[config.mk]
export PLATFORM = sky130hd
export DESIGN_NAME = seq_word_comparator
export DESIGN_NICKNAME = d
export VERILOG_FILES = /design/src/rtl/seq_word_comparator.sv
export SDC_FILE = /design/constraint.sdc
export NUM_CORES = 1
export LEC_CHECK = 0
export ABC_CLOCK_PERIOD_IN_PS = 1400
export CAP_MARGIN = 20
export CORE_MARGIN = 2
export CORE_UTILIZATION = 35
export CTS_CLUSTER_DIAMETER = 80
export DETAILED_ROUTE_END_ITERATION = 6
export GPL_TIMING_DRIVEN = 0
export PLACE_DENSITY = 0.62
export SLEW_MARGIN = 10
export SYNTH_ARGS = -nofsm -noshare
export SYNTH_HDL_FRONTEND = slang
export SYNTH_SLANG_ARGS = --single-unit
export TNS_END_PERCENT = 10
[constraint.sdc]
create_clock -name clk -period 1.4 [get_ports clk]
set_clock_uncertainty 0.1 [all_clocks]
set_input_delay 0.28 -clock clk [delete_from_list [all_inputs] [get_ports clk]]
set_output_delay 0.28 -clock clk [all_outputs]
set_load 0.02 [all_outputs]
[src/rtl/seq_word_comparator.sv]
// Sequential W-bit unsigned comparator built around an external 3-bit cascade
// comparator; slices are presented LSB first so higher slices override lower ones.
module seq_word_comparator #(
    parameter int SLICES = 4
) (
    input  logic                  clk,
    input  logic                  rst,
    input  logic                  start,
    input  logic [3*SLICES-1:0]   a,
    input  logic [3*SLICES-1:0]   b,
    output logic [2:0]            slice_a,
    output logic [2:0]            slice_b,
    output logic                  cas_l,
    output logic                  cas_e,
    output logic                  cas_g,
    input  logic                  cmp_lt,
    input  logic                  cmp_eq,
    input  logic                  cmp_gt,
    output logic                  busy,
    output logic                  done,
    output logic                  lt,
    output logic                  eq,
    output logic                  gt,
    output logic                  err
);

    localparam int W  = 3 * SLICES;
    localparam int IW = $clog2(SLICES);
    localparam logic [IW-1:0] LAST = IW'(SLICES - 1);

    typedef enum logic [1:0] {IDLE, RUN, DONE} state_t;

    state_t          state;
    logic [W-1:0]    a_reg;
    logic [W-1:0]    b_reg;
    logic [IW-1:0]   idx;
    logic [2:0]      cas;
    logic [2:0]      cmp;
    logic            cmp_bad;

    assign cmp = {cmp_lt, cmp_eq, cmp_gt};
    // For three bits: one-hot exactly when parity is odd and not all bits set.
    assign cmp_bad = ~(^cmp) | (&cmp);

    always_comb begin
        slice_a = 3'b000;
        slice_b = 3'b000;
        {cas_l, cas_e, cas_g} = 3'b010;
        if (state == RUN) begin
            slice_a = a_reg[3*idx +: 3];
            slice_b = b_reg[3*idx +: 3];
            {cas_l, cas_e, cas_g} = cas;
        end
    end

    always_ff @(posedge clk or posedge rst) begin
        if (rst) begin
            state <= IDLE;
            a_reg <= '0;
            b_reg <= '0;
            idx   <= '0;
            cas   <= 3'b010;
            lt    <= 1'b0;
            eq    <= 1'b0;
            gt    <= 1'b0;
            done  <= 1'b0;
            busy  <= 1'b0;
            err   <= 1'b0;
        end else begin
            done <= 1'b0;
            case (state)
                IDLE, DONE: begin
                    if (start) begin
                        a_reg <= a;
                        b_reg <= b;
                        idx   <= '0;
                        cas   <= 3'b010;
                        busy  <= 1'b1;
                        state <= RUN;
                    end else begin
                        state <= IDLE;
                    end
                end
                RUN: begin
                    cas <= cmp;
                    if (cmp_bad) err <= 1'b1;
                    if (idx == LAST) begin
                        {lt, eq, gt} <= cmp;
                        idx   <= '0;
                        busy  <= 1'b0;
                        done  <= 1'b1;
                        state <= DONE;
                    end else begin
                        idx <= idx + 1'b1;
                    end
                end
                default: state <= IDLE;
            endcase
        end
    end

endmodule

# Word level (Yosys, flattened, before mapping)

Cells that the tools add are included.
Widths: inputs -> output; s select.

Output and inout bits: 15
Latch bits: 0
Memory bits (read-only): 0
Register bits: 37
Memories kept: 0
Bits of input ports: 30
Logic and storage cells: 50
Memory bits (writable): 0

Bitwise logic cells: 2
$mul: 1
Reduce and logical (&&, ||, !) cells: 10
Eq/ne operators: 5
Divide/modulo/power cells: 0
$add $sub $neg: 1
$lt $le $gt $ge: 0
Shifts and indexed selects: 2
Multiplexer cells: 18

Operator list:

| operator            | count |
|---|---|
| $shiftx 12x5->3     | 2 |
| $mux 3              | 3 |
| $mux 1              | 8 |
| $pmux 2 s2          | 2 |
| $reduce_and 2->1    | 4 |
| $mux 2              | 3 |
| $pmux 3 s2          | 1 |
| $reduce_and 3->1    | 2 |
| $eq 2x2->1 const B  | 2 |
| $mul 2x2->4 const A | 1 |
| $reduce_xor 3->1    | 1 |
| $add 2x1->2 const B | 1 |
| $eq 2x1->1 const B  | 1 |
| $logic_not 2->1     | 1 |
| $ne 2x1->1 const B  | 1 |
| $ne 2x2->1 const B  | 1 |
| $pmux 1 s2          | 1 |
| $reduce_bool 2->1   | 1 |
| $reduce_or 2->1     | 1 |
| $not 1->1           | 1 |
| $or 1x1->1          | 1 |

# Logic depth before layout (Yosys ltp)

Word-level depth: 4
Gate-level depth with buffers: 5
Mapped depth without buffers: 3

# Least setup slack after synthesis

No wires, ideal clock.

Path kind: register to output
Start point: register state[1]
End point: output slice_a[0]
Path buffers: 1
Setup slack: -0.190 ns
Arrival: 1.210 ns
Cell stages (with the launch flop): 5
Required time: 1.020 ns
Cell sequence: dfrtp_1 and2b_1 buf_4 nand2_2 o22ai_1

Longest elaborated chain between the ends: 2

Ends and longest elaborated chain:

| what                     | RTL line | source |
|---|---|---|
| start: declaration       | 33       | `state_t state;` |
| start signal: assignment | 58       | `state <= IDLE;` |
| start signal: assignment | 79       | `state <= RUN;` |
| start signal: assignment | 81       | `state <= IDLE;` |
| $eq 2x1->1               | 49       | `if (state == RUN) begin` |
| $mux 3                   | 49       |  |
| end: declaration         | 11       | `output logic [2:0] slice_a,` |

Every way passes these cells.

# Worst setup path after layout

Start point: register state[1]
End point: output slice_b[0]

Longest elaborated chain between the ends: 2

Ends and longest elaborated chain:

| what             | RTL line | source |
|---|---|---|
| $eq 2x1->1       | 49       |  |
| $mux 3           | 49       |  |
| end: declaration | 12       | `output logic [2:0] slice_b,` |

Every way passes these cells.

==> results.yml <==
outcome:
  outcome: "finished, violations left"
  violations: "setup timing"
timing:
  min_period_over_period_pct: 136
  period_needed_ns: 1.91
  slew_headroom_pct: 48.7
  rsz0062_at_grt: "yes"
  setup_viol: 30
  hold_viol: 0
  worst_pin_slew_ns: 0.768
  drv_slew: 0
  timing.final.ws_setup_ns: -0.509
  fmax_ghz: 0.524
synthesis:
  synth_compound_area_share_pct: 6.10
  synthMuxAreaShare_pct: 28.7
  synth_top_family_by_area: "multiplexers"
  syn-cell-area_um2: 1700
  yosys_most_used_dff: "dfrtp_1"
  synthCells: 116
  yosysWarningCount: 0
  ys_async_sr_fraction_pct: 100
  synth_edf_count: 0
  yosys.area_share.simple_pct: 4.78
  syn_nets: 147
  ys_types: 25
  syn_area_per_cell_um2: 14.7
  synth-xor-area-share_pct: 0.515
  synthAdderAreaFrac_pct: 0.735
  ys_seq_area_share_pct: 54.5
  ys_seq_elements: 37
floorplanning:
  ios: 45
  rows: 25
  dieHeight_um: 73.7
  core_region_area_um2: 4690
  dieWidth_um: 73.7
  die_area_um2: 5440
  initial_core_util_pct: 36.3
cells_and_area:
  diodes: 0
  nFillCells: 389
  fin_cells: 231
  ff_latch_area_um2: 927
  multi_input_area_um2: 932
  nNetsFinal: 207
  drive_gt1_share_pct: 47.5
  syn2layout_area_growth_pct: 56.1
cts:
  worst_skew_pair.late_latency_ns: 0.29
  cts_tree: "built"
  htreeDepth: 2
  clock-sinks: 37
  cts-root-buf: "clkbuf_8"
  numCtsBuffers: 5
  cts_max_path_buffers: 2
  clk_pin_slew_ns: 0.08
worst_setup_path:
  crit_path_end_kind: "output pin"
  crit_type: "register to output pin"
  r2r_slack_ns: -0.09
  r2r_end: "a_reg[5]"
  cp.arrival_ns: 1.53
  cp_data_required_time_ns: 1.02
  r2r_cells: 5
  critPathMaxFanout: 6
  crit_path_start_kind: "register"
  reg2reg_from: "state[0]"
power:
  p_leak_uw: 0.00113
  powerDensity_nw_per_um2: 2530
  ir_drop_mv: 1.11
  finalPower_uw: 6730
min_path:
  min_path_type: "input pin to asynchronous set/reset pin"
routing:
  vias_per_cell: 4.96
  drt-pass1-iter-count: 4
  vias: 1146
  drt_wl_total_um: 3660
  ant_nets: 0
  avgRoutedWirePerCell_um: 15.9
  route.detailed.drc: 0
  first_iter_violations: 23
placement:
  preCtsSetupSlack_ns: -0.737
  dp_hpwl_um: 2400
  gp_congestion: 0.664
  dpl.cell_count: 214
  portBuffers: 44
flow_run:
  maxCapViolations: 0
global_route:
  grt_pass1_vias: 1201
  track_usage_pct: 15.1
  grt_pass1_wl_um: 5930
  grt_max_degree: 38
  grt_antenna_before_repair: 0
  gr-total-overflow: 0
## cell type report
type,instances,share of cell area [%]
buffer,6,3.86
clock inverter,2,0.565
clock buffer,6,2.73
tap,54,2.54
inverter,3,0.424
sequential,37,34.9
timing repair buffer,53,19.9
multi-input combinational,70,35.1
## cell usage in the layout, fill, tap and decap left out, drive strengths merged, types with 3 or more instances in the layout
| cell type | count |
|---|---|
| nor2 | 3 |
| a22o | 3 |
| inv | 3 |
| dlygate4sd2 | 3 |
| dfrtp | 36 |
| clkbuf | 6 |
| o22ai | 6 |
| a21o | 3 |
| mux2 | 27 |
| clkdlybuf4s50 | 29 |
| clkdlybuf4s15 | 3 |
| buf | 24 |
| mux2i | 12 |
| nand2b | 3 |
## metal layers
metal | track usage (%) | up-vias | wire (um)
met1 | 17.9 | 573 | 1510
met3 | 4.39 | 11 | 191
met5 | 0 | - | 0
met4 | 8.69 | 0 | 115
met2 | 24.1 | 29 | 1850
li1 | - | 533 | -
## through the flow
step / instance area, um2 / util [%] / TNS [ns] / hold WS [ns]
after detailed placement: 2300 / 49.1 / -17.08 / 0.364
after floorplan: 1790 / - / -0.499 / 0.314
after global routing: 2660 / 56.6 / -6.52 / 0.394
after CTS: 2600 / 55.4 / -5.12 / 0.366
final: 2660 / 56.6 / -5.51 / 0.350
after global placement: 2300 / 49.1 / -37.13 / 0.344
## worst max-delay path: stages (launching register included)
cell,delay (ns)
dfrtp_1,0.37
and2b_2,0.23
buf_6,0.14
nand2b_4,0.15
o22ai_4,0.20
buf_6,0.14
## power by group
part / total [uW] / switching (uW) / internal (uW)
clock network: 728 / 377 / 350
registers: 2030 / 436 / 1600
logic: 3970 / 1660 / 2310
total: 6730 / 2480 / 4260
## synth_stat cells (2+ instances only)
cell type  count  area [um2]
a21o_1         3        22.5
a22o_1         3        26.3
and2_1         2        12.5
buf_4          3        22.5
dfrtp_1       36         901
inv_1          3        11.3
mux2_2        10         113
mux2_4        17         255
mux2i_1       12         120
nand2_2        2        12.5
nand2b_1       2        12.5
nor2_1         3        11.3
nor3_1         2        10.0
o21ai_0        2        10.0
o22ai_1        6        37.5
## cell families after synthesis
logic type,Yosys count
AOI/OAI and AO/OA,15
muxes,39
xor gates and xnor gates,1
and+or+nand+nor,14
DFF,37
buffers and inverters,9
adders and majority gates,1
## how the worst max path moves through the flow
stage	endpoint	slack (ns)	depth (start not counted)	startpoint
finish	slice_b[0]	-0.51	5	state[1]
global route	slice_b[0]	-0.56	5	state[1]
CTS	slice_b[0]	-0.54	5	state[1]
detailed placement	slice_a[2]	-0.74	5	state[1]
global placement	slice_b[0]	-0.71	5	state[1]
floorplan	slice_b[0]	-0.09	4	state[1]
## what timing repair did
action	4_1_cts	5_1_grt
gates resized for setup	85	12
hold buffers	0	0
buffers inserted	7	1
gates cloned	1	0
pin swaps	2	1
setup endpoints to repair	35	35
Note: power is estimated with default switching activity, not from simulation.
